==> src/rtl/dma_engine.sv <==
// dma_engine: cycle-stealing single-channel byte DMA sharing the CPU data bus (CPU always wins).
// Define DMA_FILL_EN to add fill mode (CTRL.FILL: SRC_LO is written repeatedly to DST).
module dma_engine #(
    parameter int ADDR_W = 16,
    parameter int LEN_W  = 16
) (
    input  logic              clk,
    input  logic              rst,
    input  logic [ADDR_W-1:0] cpu_address,
    input  logic [7:0]        cpu_din,
    input  logic              cpu_w_en,
    input  logic              cpu_r_en,
    output logic [ADDR_W-1:0] bus_address,
    output logic [7:0]        bus_dout,
    output logic              bus_w_en,
    output logic              bus_r_en,
    input  logic [7:0]        bus_din,
    input  logic [2:0]        cfg_address,
    input  logic [7:0]        cfg_din,
    input  logic              cfg_w_en,
    input  logic              cfg_r_en,
    output logic [7:0]        cfg_dout,
    output logic              busy,
    output logic              done_flag,
    input  logic              done_flag_clr
);
    localparam logic [1:0] S_IDLE = 2'd0, S_READ = 2'd1, S_CAPTURE = 2'd2, S_WRITE = 2'd3;
    logic [1:0]        r_state;
    logic [ADDR_W-1:0] r_src, r_dst;
    logic [LEN_W-1:0]  r_len;
    logic [7:0]        r_data, r_cfg_dout, w_rdata, w_wdata;
    logic              r_ie, r_done, r_done_flag;
    logic              w_cpu, w_idle, w_grant_r, w_grant_w, w_ctrl_wr, w_start, w_abort;
    logic              w_last, w_complete, w_ie, w_fill, w_fill_q;
    assign w_cpu     = cpu_w_en | cpu_r_en;
    assign w_idle    = r_state == S_IDLE;
    // A reset cycle must not issue the access the current state would otherwise make.
    assign w_grant_r = !w_cpu && !rst && r_state == S_READ;
    assign w_grant_w = !w_cpu && !rst && r_state == S_WRITE;
    assign w_ctrl_wr = cfg_w_en && cfg_address == 3'd6;
    assign w_start   = w_ctrl_wr && cfg_din[0] && w_idle;
    assign w_abort   = w_ctrl_wr && cfg_din[2] && !w_idle;
    assign w_last    = r_len == LEN_W'(1);
    assign w_ie      = w_ctrl_wr ? cfg_din[1] : r_ie;
    assign w_complete = (w_start && r_len == '0) || (w_grant_w && w_last && !w_abort);
`ifdef DMA_FILL_EN
    logic r_fill;
    assign w_fill   = (w_ctrl_wr && w_idle) ? cfg_din[3] : r_fill;
    assign w_fill_q = r_fill;
`else
    assign w_fill   = 1'b0;
    assign w_fill_q = 1'b0;
`endif
    assign w_wdata     = w_fill ? r_src[7:0] : r_data;
    assign bus_address = w_cpu ? cpu_address : w_grant_r ? r_src : w_grant_w ? r_dst : cpu_address;
    assign bus_dout    = (!w_cpu && w_grant_w) ? w_wdata : cpu_din;
    assign bus_w_en    = w_cpu ? cpu_w_en : w_grant_w;
    assign bus_r_en    = w_cpu ? cpu_r_en : w_grant_r;
    assign busy        = !w_idle;
    assign done_flag   = r_done_flag;
    assign cfg_dout    = r_cfg_dout;
    always_comb begin
        w_rdata = 8'h00;
        case (cfg_address)
            3'd0: w_rdata = r_src[7:0];
            3'd1: w_rdata = 8'(r_src >> 8);
            3'd2: w_rdata = r_dst[7:0];
            3'd3: w_rdata = 8'(r_dst >> 8);
            3'd4: w_rdata = r_len[7:0];
            3'd5: w_rdata = 8'(r_len >> 8);
            3'd6: w_rdata = {4'b0, w_fill_q, 1'b0, r_ie, 1'b0};
            default: w_rdata = {6'b0, r_done, busy};
        endcase
    end
    always_ff @(posedge clk) begin
        if (rst) begin
            r_state     <= S_IDLE;
            r_src       <= '0;
            r_dst       <= '0;
            r_len       <= '0;
            r_data      <= '0;
            r_ie        <= 1'b0;
            r_done      <= 1'b0;
            r_done_flag <= 1'b0;
            r_cfg_dout  <= '0;
`ifdef DMA_FILL_EN
            r_fill      <= 1'b0;
`endif
        end else begin
            if (cfg_r_en) r_cfg_dout <= w_rdata;
            if (cfg_w_en && w_idle) begin
                case (cfg_address)
                    3'd0: r_src[7:0] <= cfg_din;
                    3'd1: r_src[ADDR_W-1:8] <= cfg_din[ADDR_W-9:0];
                    3'd2: r_dst[7:0] <= cfg_din;
                    3'd3: r_dst[ADDR_W-1:8] <= cfg_din[ADDR_W-9:0];
                    3'd4: r_len[7:0] <= cfg_din;
                    3'd5: r_len[LEN_W-1:8] <= cfg_din[LEN_W-9:0];
                    default: ;
                endcase
            end
            if (w_ctrl_wr) r_ie <= cfg_din[1];
`ifdef DMA_FILL_EN
            if (w_ctrl_wr && w_idle) r_fill <= cfg_din[3];
`endif
            if (w_complete) r_done <= 1'b1;
            else if (cfg_w_en && cfg_address == 3'd7 && cfg_din[1]) r_done <= 1'b0;
            if (w_complete && w_ie) r_done_flag <= 1'b1;
            else if (done_flag_clr) r_done_flag <= 1'b0;
            case (r_state)
                S_IDLE: if (w_start && r_len != '0) r_state <= w_fill ? S_WRITE : S_READ;
                S_READ: r_state <= w_abort ? S_IDLE : w_grant_r ? S_CAPTURE : S_READ;
                S_CAPTURE: begin
                    r_data  <= bus_din;
                    r_state <= w_abort ? S_IDLE : S_WRITE;
                end
                default: begin
                    if (w_abort) r_state <= S_IDLE;
                    else if (w_grant_w) begin
                        r_src   <= w_fill ? r_src : r_src + ADDR_W'(1);
                        r_dst   <= r_dst + ADDR_W'(1);
                        r_len   <= r_len - LEN_W'(1);
                        r_state <= w_last ? S_IDLE : w_fill ? S_WRITE : S_READ;
                    end
                end
            endcase
        end
    end
endmodule

==> config.mk <==
export PLATFORM = sky130hd
export DESIGN_NAME = dma_engine
export DESIGN_NICKNAME = d
export VERILOG_FILES = /design/src/rtl/dma_engine.sv
export SDC_FILE = /design/constraint.sdc
export NUM_CORES = 1
export LEC_CHECK = 0
export CORE_MARGIN = 3
export CORE_UTILIZATION = 35
export CTS_CLUSTER_SIZE = 16
export DETAILED_ROUTE_END_ITERATION = 7
export RECOVER_POWER = 50
export SLEW_MARGIN = 30
export SYNTH_ARGS = -nofsm -noshare
export SYNTH_HDL_FRONTEND = slang
export SYNTH_SLANG_ARGS = --single-unit
==> constraint.sdc <==
create_clock -name clk -period 4.5 [get_ports clk]
set_clock_uncertainty 0.15 [all_clocks]
set_input_delay 1.35 -clock clk [delete_from_list [all_inputs] [get_ports clk]]
set_output_delay 1.35 -clock clk [all_outputs]
set_load 0.01 [all_outputs]
==> results_tabular.tex, run 1 <==
\begin{tabular}{lr}
\hline
Metric & Value \\
\hline
\multicolumn{2}{l}{\textbf{Placed design}} \\
\quad HPWL Detailed & 11100 µm \\
\quad Gpl congestion & 0.912 \\
\quad Placement-stage cell area & 0.00548 mm² \\
\quad I/O Buffers & 85 \\
\quad Placed Cells & 783 \\
\multicolumn{2}{l}{\textbf{GRT}} \\
\quad Antenna violations before repair & 0 \\
\quad Vias in the first global route & 4517 \\
\quad First-pass GRT wire length & 24200 µm \\
\quad Pin count of the biggest net entering global routing & 28 \\
\quad Total global-route track usage & 21.5\% \\
\quad Total congestion overflow & 0 \\
\multicolumn{2}{l}{\textbf{Synth}} \\
\quad Primary flip-flop cell chosen by synthesis mapping & dfxtp\_1 \\
\quad Post-Syn Instances & 549 \\
\quad Share of synthesized flip-flops with an asynchronous set or reset & 0\% \\
\quad Total of warnings raised by yosys & 0 \\
\quad Syn Area/Cell & 8.12 µm² \\
\quad Net count after synthesis & 603 \\
\quad Flip-flop and latch count after synthesis & 69 \\
\quad Number of enable flip-flop cells after synthesis & 0 \\
\quad Synth cell types & 63 \\
\quad Proportion of synthesized chip area in sequential cells & 31.0\% \\
\quad Cell area after technology mapping & 0.00446 mm² \\
\multicolumn{2}{l}{\textbf{Run}} \\
\quad Number of maximum-capacitance violations & 0 \\
\multicolumn{2}{l}{\textbf{Power}} \\
\quad Total Power Consumption & 1.53 mW \\
\quad Power density cells & 264 mW/mm² \\
\quad Sw Share & 25.8\% \\
\quad Share of power burned in registers & 41.9\% \\
\quad Net switching power figure & 0.395 mW \\
\quad Highest ir drop seen on vdd & 0.141 mV \\
\quad Pleak & 2.20 nW \\
\quad Internal power consumption & 1.14 mW \\
\quad Part of the total power dissipated in the clock network & 44.4\% \\
\quad Part of the power in combinational logic & 13.7\% \\
\multicolumn{2}{l}{\textbf{Route}} \\
\quad Total number of vias & 4720 \\
\quad Final antenna-violating net count & 0 \\
\quad DR vias/cell & 5.90 \\
\quad First DRT Iteration DRCs & 437 \\
\quad WL/cell & 19.2 µm \\
\quad Post-detailed-route DRC marker count & 0 \\
\quad Total wire length & 15400 µm \\
\quad Number of iterations in the first detailed-routing pass & 5 \\
\multicolumn{2}{l}{\textbf{Worst setup path}} \\
\quad End of the worst register-to-register path & r\_dst[0] \\
\quad Critical path launch point type & input port \\
\quad Startpoint of the most critical register-to-register path & r\_state[1] \\
\quad Reg2Reg Depth & 6 \\
\quad WP data required & 3.00 ns \\
\quad Maximum fanout along the worst path & 23 \\
\quad R2R Setup Slk & 1.31 ns \\
\quad Crit. End Element & primary output \\
\quad Critical Path AT & 2.92 ns \\
\quad CP Class & input port to primary output \\
\multicolumn{2}{l}{\textbf{Timing}} \\
\quad Final number of max-transition violations & 0 \\
\quad Period utilization & 98.2\% \\
\quad Number of failing setup endpoints in the final timing report & 0 \\
\quad Final Critical Period & 4.42 ns \\
\quad Final hold violations & 0 \\
\quad Slew at the pin closest to its max-slew limit & 1.48 ns \\
\quad WHS & 0.308 ns \\
\quad Worst relative slew slack & 1.22\% \\
\quad Maximum operating frequency & 226 MHz \\
\quad Total negative slack for setup checks & 0 ns \\
\multicolumn{2}{l}{\textbf{Min path}} \\
\quad Start point of the worst hold path & done\_flag \\
\quad Min-Delay Endpoint & done\_flag \\
\quad Type of the most critical hold path & flip-flop to flip-flop \\
\quad WHS Path Cells & 2 \\
\multicolumn{2}{l}{\textbf{CTS}} \\
\quad Clock tree from TritonCTS & done \\
\quad Clock Path Buffers & 2 \\
\quad Number of clock sinks & 69 \\
\quad Clock root buffer master & clkbuf\_16 \\
\quad Num CTS Buffers & 9 \\
\quad CTS clock-pin slew for the worst setup and hold paths & 0.06 ns \\
\quad Clock latency on the worst-skew pair & 0.34 ns \\
\quad Number of buffers inserted by hold repair at cts & 0 \\
\quad Clock H-tree levels & 3 \\
\multicolumn{2}{l}{\textbf{Floorplan}} \\
\quad Initial core utilization & 36.5\% \\
\quad Row Count & 40 \\
\quad I/O pin count & 86 \\
\quad DIE WIDTH & 119 µm \\
\quad Die boundary height & 119 µm \\
\quad Die area & 0.0141 mm² \\
\quad Placeable core region & 0.0122 mm² \\
\multicolumn{2}{l}{\textbf{Cells and area}} \\
\quad Number of filler cells placed in the layout & 1231 \\
\quad Fraction of layout instances using a drive strength above 1 & 10.4\% \\
\quad Most frequent standard cell in the layout excluding fill and tap cells & dfxtp\_1 \\
\quad Cell area after layout & 0.00579 mm² \\
\quad Most used cells in the layout excluding fill and tap cells & dfxtp\_1, nor2\_1, nand2\_1, clkdlybuf4s50\_1, mux2i\_1 \\
\quad Final layout net count & 682 \\
\quad Diodes inserted & 0 \\
\quad Filler-free cell count of the finished design & 800 \\
\quad Layout area overhead & 29.9\% \\
\multicolumn{2}{l}{\textbf{Status}} \\
\quad Status & finished clean \\
\hline
\end{tabular}
critical path, stage by stage:
cell and delay, ns:
dlygate4sd2_1 0.31, or4b_4 0.61, buf_8 0.18, o21ai_0 0.17, dlygate4sd2_1 0.29
power groups by stage:
| stage | logic, mW | registers [mW] | clock network [mW] |
|---|---|---|---|
| floorplan | 0.105 | 0.648 | 0 |
| global placement | 0.212 | 0.654 | 0 |
| detailed placement | 0.214 | 0.655 | 0 |
| CTS | 0.210 | 0.641 | 0.687 |
| global route | 0.226 | 0.644 | 0.707 |
| finish | 0.210 | 0.642 | 0.681 |
final cells by class:
class / count / area (µm²) / area share [%]
Clock buffer: 14 / 274 / 4.73
Clock inverter: 1 / 5.00 / 0.0864
Inverter: 15 / 56.3 / 0.972
Multi-Input combinational cell: 427 / 2860 / 49.4
Sequential cell: 69 / 1380 / 23.8
Tap cell: 168 / 210 / 3.63
Timing Repair Buffer: 106 / 1010 / 17.4
what timing repair did:
item,in CTS,in global routing
hold endpoints to repair,0,0
endpoints found under the setup margin,26,4
setup buffers,1,1
gates resized for setup,62,4
pin swaps,2,2
cells by family (layout without fill, tap and decap cells):
logic type	Yosys count	after routing	share of synthesized area [%]
AOI/OAI and AO/OA	147	147	22.5
xor gates and xnor gates	8	8	1.57
adders and majority gates	4	4	1.12
buffers and inverters	53	136	5.47
DFF	69	69	31.0
muxes	58	58	14.9
and+or+nand+nor	210	210	23.4
stage by stage:
stage | utilization [%] | setup WS, ns
2_1_floorplan | - | 0.393
3_3_place_gp | 44.9 | -0.380
3_5_place_dp | 44.9 | -0.440
4_1_cts | 47.4 | 0.0157
5_1_grt | 47.4 | -0.0160
6_report | 47.4 | 0.0817
synth_stat cells, drive strengths merged, types with 4 or more instances:
library cell | instances | share of area (%)
nor3 | 21 | 2.7
a22o | 4 | 0.79
inv | 15 | 1.3
mux4 | 6 | 3.0
a31oi | 5 | 0.70
nor2 | 62 | 5.3
ha | 4 | 1.1
o211ai | 9 | 1.5
a211o | 7 | 1.4
a22oi | 4 | 0.67
xnor2 | 5 | 0.98
mux2 | 8 | 2.0
nand2 | 48 | 4.1
nor4 | 6 | 0.84
mux2i | 44 | 9.9
a211oi | 7 | 1.3
and3 | 9 | 1.3
nand2b | 5 | 0.70
a32oi | 8 | 1.6
nand3 | 27 | 3.0
a221oi | 4 | 0.79
and2 | 6 | 0.84
a21oi | 24 | 2.7
o2bb2ai | 4 | 0.79
o22ai | 10 | 1.4
a221o | 5 | 1.1
o21ai | 38 | 4.3
dfxtp | 69 | 31
clkbuf | 18 | 1.5
buf | 20 | 2.7
nand4 | 5 | 0.70
nor2b | 4 | 0.56
worst max-delay path by stage:
stage | start | endpoint | slack, ns | cells past startpoint
finish | cpu_w_en | bus_address[15] | 0.08 | 5
global route | cpu_r_en | bus_w_en | -0.02 | 6
CTS | rst | bus_dout[1] | 0.02 | 6
detailed placement | cpu_r_en | bus_address[2] | -0.44 | 5
global placement | cpu_r_en | bus_address[0] | -0.38 | 5
floorplan | cpu_r_en | bus_dout[0] | 0.39 | 3
per-layer routing:
metal	GRT usage (%)	part of all wire, %	vias up
li1	-	-	2215
met1	29.3	44	2243
met2	33.4	45	240
met3	5.46	9.0	22
met4	6.81	1.9	0
met5	0	0	-
sequential cells by signal, indices dropped and copies added, names as in the netlist:
register / flops
r_done: 1
done_flag: 1
r_data: 8
r_dst: 16
r_len: 16
r_state: 2
cfg_dout: 8
r_ie: 1
r_src: 16
No activity file was read; power rests on OpenSTA's default activity.
==> run 2, diff against run 1 <==
--- a/config.mk
+++ b/config.mk
@@ -12,2 +12,3 @@
 export RECOVER_POWER = 50
+export SKIP_CTS_REPAIR_TIMING = 1
 export SLEW_MARGIN = 30
--- a/constraint.sdc
+++ b/constraint.sdc
@@ -4,2 +4,2 @@
 set_output_delay 1.35 -clock clk [all_outputs]
-set_load 0.01 [all_outputs]
+set_load 0.02 [all_outputs]
==> run 2 against run 1 <==
Routed wire length shrank 0.66%. Count of clock-buffer cells in the layout rose by 1. Non-clock buffer count shrank 2. Via count down 1.6%. Die area did not move. Largest power group unchanged. Highest routed layer unchanged.
==> results_tabular.tex, run 2 (same netlist as run 1, synthesis figures left out) <==
\begin{tabular}{lr}
\hline
Metric & Value \\
\hline
\multicolumn{2}{l}{\textbf{Route}} \\
\quad Number of iterations in the first detailed-routing pass & 6 (+1) \\
\quad Total wire length & 15300 µm (-0.66\%) \\
\quad Post-detailed-route DRC marker count & 0 (unchanged) \\
\quad WL/cell & 19.1 µm (-0.54\%) \\
\quad Final antenna-violating net count & 0 (unchanged) \\
\quad First DRT Iteration DRCs & 479 (+9.6\%) \\
\quad Total number of vias & 4644 (-1.6\%) \\
\quad DR vias/cell & 5.81 (-1.5\%) \\
\multicolumn{2}{l}{\textbf{Timing}} \\
\quad Maximum operating frequency & 235 MHz (+4.0\%) \\
\quad Period utilization & 94.4\% (-3.8 points) \\
\quad Slew at the pin closest to its max-slew limit & 1.38 ns (-0.100 ns) \\
\quad Setup repair after global routing missed its margin & false \\
\quad Final hold violations & 0 (unchanged) \\
\quad Final number of max-transition violations & 0 (unchanged) \\
\quad Total negative slack for setup checks & 0 ns (unchanged) \\
\quad Number of failing setup endpoints in the final timing report & 0 (unchanged) \\
\quad Final Critical Period & 4.25 ns (-0.171 ns) \\
\quad Worst relative slew slack & 7.92\% (+6.7 points) \\
\multicolumn{2}{l}{\textbf{CTS}} \\
\quad Num CTS Buffers & 9 (unchanged) \\
\quad CTS clock-pin slew for the worst setup and hold paths & 0.05 ns (about the same) \\
\quad Clock tree from TritonCTS & done \\
\quad Number of clock sinks & 69 (unchanged) \\
\quad Clock root buffer master & clkbuf\_16 \\
\quad Clock Path Buffers & 2 (unchanged) \\
\quad Clock latency on the worst-skew pair & 0.34 ns (about the same) \\
\quad Clock H-tree levels & 3 (unchanged) \\
\multicolumn{2}{l}{\textbf{Worst setup path}} \\
\quad Critical Path AT & 2.75 ns (-0.17 ns) \\
\quad Crit. End Element & primary output \\
\quad Maximum fanout along the worst path & 23 (unchanged) \\
\quad WP data required & 3.00 ns (about the same) \\
\quad Critical path launch point type & input port \\
\quad R2R Setup Slk & 1.40 ns (+0.09 ns) \\
\quad CP Class & input port to primary output \\
\multicolumn{2}{l}{\textbf{GRT}} \\
\quad Antenna violations before repair & 0 (unchanged) \\
\quad Total global-route track usage & 21.5\% (+0.048 points) \\
\quad First-pass GRT wire length & 24200 µm (+0.14\%) \\
\quad Vias in the first global route & 4407 (-2.4\%) \\
\quad Pin count of the biggest net entering global routing & 27 (-3.6\%) \\
\quad Total congestion overflow & 0 (unchanged) \\
\multicolumn{2}{l}{\textbf{Min path}} \\
\quad Type of the most critical hold path & flip-flop to flip-flop \\
\multicolumn{2}{l}{\textbf{Cells and area}} \\
\quad Number of filler cells placed in the layout & 1252 (+1.7\%) \\
\quad Most used cells in the layout excluding fill and tap cells & dfxtp\_1, nor2\_1, nand2\_1 \\
\quad Diodes inserted & 0 (unchanged) \\
\quad Cell area after layout & 0.00580 mm² (about the same) \\
\quad Most frequent standard cell in the layout excluding fill and tap cells & dfxtp\_1 \\
\quad Largest registers in the final layout & r\_dst: 16 flops, r\_len: 16 flops, r\_src: 16 flops \\
\quad Final layout net count & 680 (-0.29\%) \\
\quad Layout area overhead & 30.0\% (about the same) \\
\quad Filler-free cell count of the finished design & 799 (-0.13\%) \\
\quad Fraction of layout instances using a drive strength above 1 & 8.08\% (-2.4 points) \\
\multicolumn{2}{l}{\textbf{Placed design}} \\
\quad I/O Buffers & 85 (unchanged) \\
\quad Placed Cells & 783 (unchanged) \\
\quad Placement-stage cell area & 0.00548 mm² (unchanged) \\
\quad HPWL Detailed & 11100 µm (-0.34\%) \\
\quad Gpl congestion & 0.887 (-2.7\%) \\
\multicolumn{2}{l}{\textbf{Floorplan}} \\
\quad Die boundary height & 119 µm (unchanged) \\
\quad DIE WIDTH & 119 µm (unchanged) \\
\quad I/O pin count & 86 (unchanged) \\
\quad Row Count & 40 (unchanged) \\
\quad Placeable core region & 0.0122 mm² (unchanged) \\
\quad Initial core utilization & 36.5\% (unchanged) \\
\quad Die area & 0.0141 mm² (unchanged) \\
\multicolumn{2}{l}{\textbf{Power}} \\
\quad Total Power Consumption & 1.52 mW (-0.58\%) \\
\quad Power density cells & 263 mW/mm² (-0.67\%) \\
\quad Highest ir drop seen on vdd & 0.183 mV (+30\%) \\
\quad Pleak & 2.36 nW (+7.2\%) \\
\multicolumn{2}{l}{\textbf{Run}} \\
\quad Number of maximum-capacitance violations & 0 (unchanged) \\
\multicolumn{2}{l}{\textbf{Status}} \\
\quad Status & finished clean \\
\hline
\end{tabular}
## run 2: per-stage QoR
step | util (%) | hold WS, ns | worst slack (ns)
after CTS | 47.1 | 0.323 | -0.470
after global routing | 47.5 | 0.333 | 0.163
final | 47.5 | 0.309 | 0.253
after floorplan | - | 0.297 | 0.302
after detailed placement | 44.9 | 0.308 | -0.467
after global placement | 44.9 | 0.308 | -0.438
## run 2: routing by layer
metal	global-route usage [%]	vias to the layer above	wire, µm
met2	33.1	218	6850
met5	0	-	0
met3	6.08	25	1340
met1	29.8	2183	6750
li1	-	2218	-
met4	5.50	0	341
## run 2: worst paths after layout
path | startpoint | endpoint | cells after the start
max reg2reg | r_state[1] | r_dst[0] | 6
min | cfg_dout[4] | cfg_dout[4] | 1
max | cpu_r_en | bus_address[4] | 6
min reg2reg | cfg_dout[4] | cfg_dout[4] | 1
## run 2: cell type report
type	instances	area (µm²)	share of cell area [%]
well taps	168	210	3.62
inverters	15	56.3	0.971
clock inverters	1	5.00	0.0863
clock buffers	15	268	4.62
flip-flops and latches	69	1380	23.8
repair buffers	104	1030	17.8
multi-input cells	427	2850	49.1
## run 2: critical path, cell delays in order
cell and delay [ns]:
dlymetal6s2s_1 0.17, or4b_4 0.58, buf_4 0.22, nand2_1 0.08
o21ai_0 0.12, dlymetal6s2s_1 0.23
## run 2: power by group
part	leakage [nW]	switching, mW	internal (mW)	total (mW)
logic	1.66	0.120	0.101	0.222
clock network	0.134	0.257	0.403	0.660
registers	0.558	0.0184	0.624	0.642
total	2.36	0.395	1.13	1.52
==> run 3, diff against run 2 <==
- TNS_END_PERCENT: not set -> 20
==> results of run 3 <==
Same layout as run 2: the final DEF is identical, and so are final timing and power.
